`src/rtl/pong_pkg.sv`:
```
// Shared Pong definitions: game state encoding, score digit width and serve counter width.
package pong_pkg;
   localparam int SCORE_W           = 4;
   localparam int WIN_SCORE_DEFAULT = 7;
   localparam int SERVE_CNT_W       = 8;

   typedef enum logic [1:0] {
      IDLE      = 2'd0,
      SERVE     = 2'd1,
      PLAY      = 2'd2,
      GAME_OVER = 2'd3
   } state_t;
endpackage

```
`src/rtl/score_keeper_if.sv`:
```
// Bundle between the score keeper and its neighbours (sync gen, ball logic, renderer).
// Inputs are level or single-cycle pulses sampled on clock; outputs are registered.
interface score_keeper_if;
   import pong_pkg::*;

   logic                frame_tick;
   logic                goal_left;
   logic                goal_right;
   logic                start;
   logic [SCORE_W-1:0]  score_p1;
   logic [SCORE_W-1:0]  score_p2;
   logic                serve_hold;
   logic                game_over;
   logic                winner;
   state_t              state;

   modport slave (
      input  frame_tick, goal_left, goal_right, start,
      output score_p1, score_p2, serve_hold, game_over, winner, state
   );

   modport master (
      output frame_tick, goal_left, goal_right, start,
      input  score_p1, score_p2, serve_hold, game_over, winner, state
   );
endinterface

```
`src/rtl/rise_detect.sv`:
```
// Rising-edge detector: one history flop plus an AND gate.
module rise_detect (
   input  logic clock,
   input  logic reset,
   input  logic level,
   output logic rise
);
   logic levelQ;

   always_ff @(posedge clock or posedge reset) begin
      if (reset) levelQ <= 1'b0;
      else       levelQ <= level;
   end

   assign rise = level & ~levelQ;
endmodule

```
`src/rtl/score_keeper.sv`:
```
// Pong score keeper: counts points on goal rises and sequences serve delay,
// game over and restart. All outputs are registered.
module score_keeper
   import pong_pkg::*;
#(
   parameter int WIN_SCORE    = WIN_SCORE_DEFAULT,
   parameter int SERVE_FRAMES = 60
) (
   input  logic           clock,
   input  logic           reset,
   score_keeper_if.slave  bus
);
   localparam logic [SCORE_W-1:0]     WIN_VAL    = SCORE_W'(WIN_SCORE);
   localparam logic [SERVE_CNT_W-1:0] SERVE_LOAD = SERVE_CNT_W'(SERVE_FRAMES);

   state_t                 state;
   logic [SERVE_CNT_W-1:0] serveCount;
   logic [SCORE_W-1:0]     scoreP1, scoreP2, scoreP1Inc, scoreP2Inc;
   logic                   serveHold, gameOver, winner;
   logic                   riseLeft, riseRight;

   rise_detect uRiseLeft  (.clock(clock), .reset(reset), .level(bus.goal_left),  .rise(riseLeft));
   rise_detect uRiseRight (.clock(clock), .reset(reset), .level(bus.goal_right), .rise(riseRight));

   assign scoreP1Inc = scoreP1 + 1'b1;
   assign scoreP2Inc = scoreP2 + 1'b1;

   always_ff @(posedge clock or posedge reset) begin
      if (reset) begin
         state      <= IDLE;
         serveCount <= '0;
         scoreP1    <= '0;
         scoreP2    <= '0;
         serveHold  <= 1'b1;
         gameOver   <= 1'b0;
         winner     <= 1'b0;
      end else if (bus.start) begin
         // A new game starts from any state and overrides a coincident goal.
         state      <= SERVE;
         serveCount <= SERVE_LOAD;
         scoreP1    <= '0;
         scoreP2    <= '0;
         serveHold  <= 1'b1;
         gameOver   <= 1'b0;
         winner     <= 1'b0;
      end else begin
         case (state)
            SERVE: begin
               if (bus.frame_tick) begin
                  serveCount <= serveCount - 1'b1;
                  if (serveCount == SERVE_CNT_W'(1)) begin
                     state     <= PLAY;
                     serveHold <= 1'b0;
                  end
               end
            end
            PLAY: begin
               if (riseLeft || riseRight) begin
                  serveHold  <= 1'b1;
                  serveCount <= SERVE_LOAD;
                  state      <= SERVE;
                  // Simultaneous goals are a void point: re-serve with no score.
                  if (riseLeft && !riseRight) begin
                     scoreP2 <= scoreP2Inc;
                     if (scoreP2Inc == WIN_VAL) begin
                        state    <= GAME_OVER;
                        gameOver <= 1'b1;
                        winner   <= 1'b1;
                     end
                  end else if (riseRight && !riseLeft) begin
                     scoreP1 <= scoreP1Inc;
                     if (scoreP1Inc == WIN_VAL) begin
                        state    <= GAME_OVER;
                        gameOver <= 1'b1;
                        winner   <= 1'b0;
                     end
                  end
               end
            end
            default: ; // IDLE and GAME_OVER wait for start
         endcase
      end
   end

   assign bus.score_p1   = scoreP1;
   assign bus.score_p2   = scoreP2;
   assign bus.serve_hold = serveHold;
   assign bus.game_over  = gameOver;
   assign bus.winner     = winner;
   assign bus.state      = state;
endmodule

```
`src/flat_wrapper.sv`:
```
// flat-port wrapper written by rule: the top's interface ports become plain ports
module score_keeper_flat import pong_pkg::*;
#(
   parameter int WIN_SCORE    = WIN_SCORE_DEFAULT,
   parameter int SERVE_FRAMES = 60
)
  (clock, reset, bus_frame_tick, bus_goal_left, bus_goal_right, bus_start, bus_score_p1, bus_score_p2, bus_serve_hold, bus_game_over, bus_winner, bus_state);
  score_keeper_if bus_i ();
  input  logic clock;
  input  logic reset;
  input wire logic [$bits(bus_i.frame_tick)-1:0] bus_frame_tick;
  input wire logic [$bits(bus_i.goal_left)-1:0] bus_goal_left;
  input wire logic [$bits(bus_i.goal_right)-1:0] bus_goal_right;
  input wire logic [$bits(bus_i.start)-1:0] bus_start;
  output wire logic [$bits(bus_i.score_p1)-1:0] bus_score_p1;
  output wire logic [$bits(bus_i.score_p2)-1:0] bus_score_p2;
  output wire logic [$bits(bus_i.serve_hold)-1:0] bus_serve_hold;
  output wire logic [$bits(bus_i.game_over)-1:0] bus_game_over;
  output wire logic [$bits(bus_i.winner)-1:0] bus_winner;
  output wire logic [$bits(bus_i.state)-1:0] bus_state;
  assign bus_i.frame_tick = bus_frame_tick;
  assign bus_i.goal_left = bus_goal_left;
  assign bus_i.goal_right = bus_goal_right;
  assign bus_i.start = bus_start;
  assign bus_score_p1 = bus_i.score_p1;
  assign bus_score_p2 = bus_i.score_p2;
  assign bus_serve_hold = bus_i.serve_hold;
  assign bus_game_over = bus_i.game_over;
  assign bus_winner = bus_i.winner;
  assign bus_state = bus_i.state;
  score_keeper #(.WIN_SCORE(WIN_SCORE), .SERVE_FRAMES(SERVE_FRAMES)) u_core (.clock(clock), .reset(reset), .bus(bus_i));
endmodule
```
`config.mk`:
```
export PLATFORM = sky130hd
export DESIGN_NAME = score_keeper_flat
export DESIGN_NICKNAME = d
export VERILOG_FILES = /design/src/rtl/pong_pkg.sv /design/src/rtl/score_keeper_if.sv /design/src/rtl/rise_detect.sv /design/src/rtl/score_keeper.sv /design/src/flat_wrapper.sv
export SDC_FILE = /design/constraint.sdc
export NUM_CORES = 1
export LEC_CHECK = 0
export BUFFER_PORTS_ARGS = -buffer_cell sky130_fd_sc_hd__buf_2
export CAP_MARGIN = 20
export CORE_MARGIN = 1.5
export CORE_UTILIZATION = 53
export CTS_BUF_LIST = sky130_fd_sc_hd__clkbuf_4 sky130_fd_sc_hd__clkbuf_8
export DETAILED_ROUTE_END_ITERATION = 16
export PLACE_DENSITY = 0.79
export REMOVE_ABC_BUFFERS = 1
export SYNTH_ARGS = -nofsm -noshare
export SYNTH_HDL_FRONTEND = slang
export SYNTH_SLANG_ARGS = --single-unit
export TNS_END_PERCENT = 50
```
`constraint.sdc`:
```
create_clock -name clock -period 1.5 [get_ports clock]
set_input_delay 0.225 -clock clock [delete_from_list [all_inputs] [get_ports clock]]
set_output_delay 0.225 -clock clock [all_outputs]
set_load 0.1 [all_outputs]
```
Word level (Yosys, flattened, before mapping):

Index checks and enable logic that the tools add are counted.

* input bits: 6
* register bits: 23
* output and inout port bits: 13
* word-level logic and storage cells: 83

* bitwise logic cells: 4
* muxes and demuxes: 40
* equality and inequality tests: 10
* reduce and logical (&&, ||, !) cells: 17
* add/sub/neg operators: 3

Operators by type and width (count)
* $mux 4: 9
* $mux 8: 3
* $mux 1: 17
* $mux 2: 8
* $pmux 8 s2: 1
* $reduce_bool 3->1: 3
* $add 4x1->4 const B: 2
* $eq 4x3->1 const B: 2
* $eq 8x1->1 const B: 1
* $reduce_and 4->1: 2
* $reduce_bool 2->1: 4
* $sub 8x1->8 const B: 1
* $ne 3x2->1 const B: 2
* $ne 3x3->1 const B: 2
* $reduce_and 3->1: 2
* $reduce_and 5->1: 1
* $pmux 2 s2: 1
* $and 1x1->1: 2
* $eq 2x1->1 const B: 1
* $eq 2x2->1 const B: 1
* $logic_and 1x1->1: 2
* $logic_not 1->1: 2
* $ne 2x2->1 const B: 1
* $not 1->1: 2
* other kinds (2): 2

Logic depth before layout (Yosys ltp):

* word-level depth: 9
* mapped depth: 7

Cells and area by module:

From an unflattened synthesis, not the netlist that was laid out.

* cell total of the unflattened synthesis: 137
* area, all modules: 1371.3 um2

By module, submodules not included
* score_keeper: area an instance 1286.2 um2, times used 1, cells an instance 131
* rise_detect: area an instance 42.5 um2, times used 2, cells an instance 3

Worst setup path after synthesis:

Ideal clock, no wire load.

* path type: register to register
* start: register u_core.state[1] (netlist: u_core.bus.state[1])
* end: register u_core.state[1] (netlist: u_core.bus.state[1])
* library setup time: 0.120 ns
* path slack: -0.744 ns
* required time: 1.380 ns
* buffers on the path: 1
* stages on the path, launching flop included: 7
* data arrival time: 2.125 ns
* cells stage by stage: dfrtp_1 nor2b_2 and4_4 or2_1 buf_6 a31oi_2 a31o_1

* word-level cells in the longest chain between the ends: 3

Ends and longest elaborated chain
* from (decl): RTL line score_keeper.sv:16 `state_t state;`
* from (signal assigned): RTL line score_keeper.sv:30 `state <= IDLE;`
* from (signal assigned): RTL line score_keeper.sv:39 `state <= SERVE;`
* from (signal assigned): RTL line score_keeper.sv:52 `state <= PLAY;`
* $eq 2x2->1 or $eq 2x1->1 (tied branches): RTL line score_keeper.sv:47 `case (state)`
* $ne 3x2->1 (no line) (tied with other cells)
* $reduce_and 4->1 (no line) or $mux 2 (tied branches)

Several ways; a longest one is shown, not always the timed one.
A chain may end at the register's enable or synchronous reset.

Worst setup path in the final report:

* start: register u_core.state[1] (netlist: u_core.bus.state[1])
* end: register u_core.serveCount[5]

* word-level cells in the longest chain between the ends: 3

Ends and longest elaborated chain
* $eq 2x2->1 or $eq 2x1->1 (tied branches): RTL line score_keeper.sv:47
* $ne 3x2->1 (no line) (tied with other cells)
* $reduce_and 3->1 (no line) or $mux 8 (tied branches)
* to (signal assigned): RTL line score_keeper.sv:50 `serveCount <= serveCount - 1'b1;`
* to (decl): RTL line score_keeper.sv:17 `logic [SERVE_CNT_W-1:0] serveCount;`

Several ways; a longest one is shown, not always the timed one.

==> impl_results.md <==
* Startpoint types: register
* CP Buf/Inv Count at 1
* Hold path start: bus_goal_left
* Routed vias/inst at 5.77
* Tot Pwr at 2220 uW
* Slew HR at 67.5%
* CTS Buf Count at 3
* Synthesized area at 1290 um2
* Area growth syn-to-layout at 35.2%
* WL met2 at 1.81 mm
* WHS Path Cells at 1
* Final Util at 77.4%
* Iter 0 DRT Violations at 33
* CTS tree: done
* Worst Hold Class: in -> reg
* Req. time, crit path at 1700 ps
* WL per Instance at 16.4 um
* First-pass GRT wire length at slightly below 5 mm
* Synth top area cells: dfrtp_1, ha_1, nor2_1
* Top Metal Used: met4
* Setup violators final at 3
* Drt total wl at 3.36 mm
* PnR worst setup slack at -33.7 ps
* Top Family by Delay on Critical Path: compound AO/OA/AOI/OAI gates
* Worst Setup SP: u_core.bus.state[1]
* Worst-case reg-to-reg path depth at 5
* Final min period at 1530 ps
* Worst setup EP type: register
* RSZ-0062 raised after global routing: yes
* Register bit count reported by yosys at 23
* Die Area at 2740 um2
* Number of global-route vias before repair at 1141
* PortBufs at 18
* Reg2reg setup slack at -30 ps
* Nets at 190
* Clk sinks at 23
* Worst-path maximum fanout at 5
* ANT nets after route at 0
* Clk pin slew, worst setup/hold paths at 140 ps
* Worst skew pair latency at roughly 330 ps
* Row count at 17
* CP Class: reg -> reg
* Post-route DRC violation count at 0
* Pwr dens at 1270 nW/um2
* Largest stage delay, worst path at about 420 ps
* Layout Skew at 15.1 ps
* Placed cells at approximately 200
* Failing checks: setup timing
* Count of non-filler cells in the finished layout at roughly 200
* Ports at 19
* R2r startpoint: u_core.bus.state[1]
* Initial Util at 57.3%
* Avg Synthesized Cell Area at 9.56 um2
* Post-synth top area share at between 40 and 50%
* Hold EP: u_core.uRiseLeft.levelQ
* Pre-CTS WS at -32.0 ps
* Total routing usage reported by global routing at 24.1%
* Final slew viol count at 0
* CP Data Arrival Time at between 1500 and 2000 ps
* Most used cells in the layout excluding fill and tap cells: buf_4, dfrtp_1, nor2_1
* Final worst path period share at 102%
* Setup TNS at -68.2 ps
* Worst Tran Pin Value at 487 ps
* Layout cells sized above 1 at 40.7%
* Crit path cell chain: buf_4 -> nor2_1 -> nand3_1 -> o21ai_0 -> o31ai_2
* 1st-pass router iterations at 4
* Gpl congestion at approximately 0.86
* Commonest non-fill, non-tap cell in the layout: buf_4
* Htree depth at 1
* Fillers at 150
* Core box area at 2250 um2
* Die Y at 52.4 um
* Final Hold Viols at 0
* Initial antenna violation count at 0
* Synth unique cells at 37
* Fmax at 652 MHz
* Clk root buf: clkbuf_4
* Slowest cell on the critical path: dfrtp_1
* Synth Warn # at 0
* M1 WL at 1.34 mm
* Capturing point of the worst reg2reg path: u_core.serveCount[5]
* Max cap viols at 0
* Gr ovfl total at 0
* Pin count of the biggest net entering global routing at 14
* Seq/Total Area, Yosys at 44.7%
* Post-synth top area cell: dfrtp_1
* Routed wl met3 at about 130 um
* Peak supply drop at 1.03 mV
* CTS max path bufs at 2
* Outcome: finished, violations left
* Post-Syn Instances at 135
* Leak at 0.000749 uW
* Post-detail-place hpwl at 2.09 mm
* Antenna cell count at 0
* Vias after detailed routing at 1183
* Die W at 52.4 um
## layer usage
metal	vias up	GRT usage [%]
met4	0	11.1
li1	553	-
met5	-	0
met1	578	29.2
met3	13	3.43
met2	39	42.1
## cell type report
| class | instances | area (um2) | area share [%] |
|---|---|---|---|
| Multi-Input combinational cell | 102 | 800 | 45.8 |
| Sequential cell | 23 | 578 | 33.1 |
| Timing Repair Buffer | 40 | 275 | 15.8 |
| Tap cell | 28 | 35.0 | 2.01 |
| Inverter | 8 | 30.0 | 1.72 |
| Clock buffer | 3 | 22.5 | 1.29 |
| Clock inverter | 1 | 5.00 | 0.287 |
## state kept, by name (all words and copies together), names as in the netlist
register / count
u_core.bus.game_over: 1
u_core.bus.score_p1: 4
u_core.bus.serve_hold: 1
u_core.uRiseRight.levelQ: 1
u_core.serveCount: 8
u_core.uRiseLeft.levelQ: 1
u_core.bus.winner: 1
u_core.bus.score_p2: 4
u_core.bus.state: 2
## worst reg2reg max path, stage by stage (launching register included)
cell and delay [ps]:
dfrtp_1 420, buf_4 160, nor2_1 160, nand3_1 200, o21ai_0 350, o31ai_2 120
## worst max path at each step
stage,to,cells past startpoint
final,u_core.serveCount[5],5
after detailed placement,u_core.bus.state[1],6
after global routing,u_core.bus.state[1],6
after global placement,u_core.serveCount[6],6
after floorplan,u_core.bus.state[1],5
after CTS,u_core.bus.state[1],6
## report_power, final
| part | leakage (uW) | switching, uW | internal [uW] |
|---|---|---|---|
| Clock | 0.0000177 | 202 | 100 |
| Sequential | 0.000288 | 104 | 733 |
| Combinational | 0.000443 | 704 | 379 |
| Total | 0.000749 | 1010 | 1210 |
## cell usage after synthesis
library cell	number
a21oi_1	7
a2bb2oi_1	1
a31o_1	1
a31oi_2	1
and2_1	2
and3b_1	1
and4_4	1
and4bb_2	1
buf_6	1
clkbuf_1	1
dfrtp_1	22
dfstp_2	1
ha_1	6
inv_1	8
nand2_1	7
nand2b_1	6
nand3_1	7
nand3b_1	3
nand4_1	2
nor2_1	17
nor2b_1	2
nor2b_2	1
nor3_1	1
nor3_2	1
nor3b_1	1
nor4_1	3
nor4b_1	3
o211a_1	1
o21a_1	1
o21ai_0	4
o21ai_1	4
o2bb2ai_1	2
o31ai_1	3
or2_1	1
or2_2	1
xnor2_1	7
xor2_1	3
## through the flow
step,cell area [um2],hold slack [ps]
6_report,1750,37.7
5_1_grt,1750,35.9
4_1_cts,1600,27.9
3_5_place_dp,1540,270
3_3_place_gp,1540,254
2_1_floorplan,1280,226
## kinds of logic after synthesis
kind of cell             Yosys count  synth area share [%]
AND/OR/NAND/NOR                   61                  26.6
flip-flops                        23                  44.7
adder cells (fa/ha/maj)            6                  5.81
buffers and inverters             10                  3.49
AO/OA/AOI/OAI                     25                  12.6
XOR/XNOR                          10                  6.78
## repair_timing
item,4_1_cts,5_1_grt
pin swaps,2,7
setup buffers,0,2
resized for setup,5,32
hold buffers,1,0
endpoints found under the setup margin,8,16
hold endpoints to repair,11,0
No activity file was read; power rests on OpenSTA's default activity.
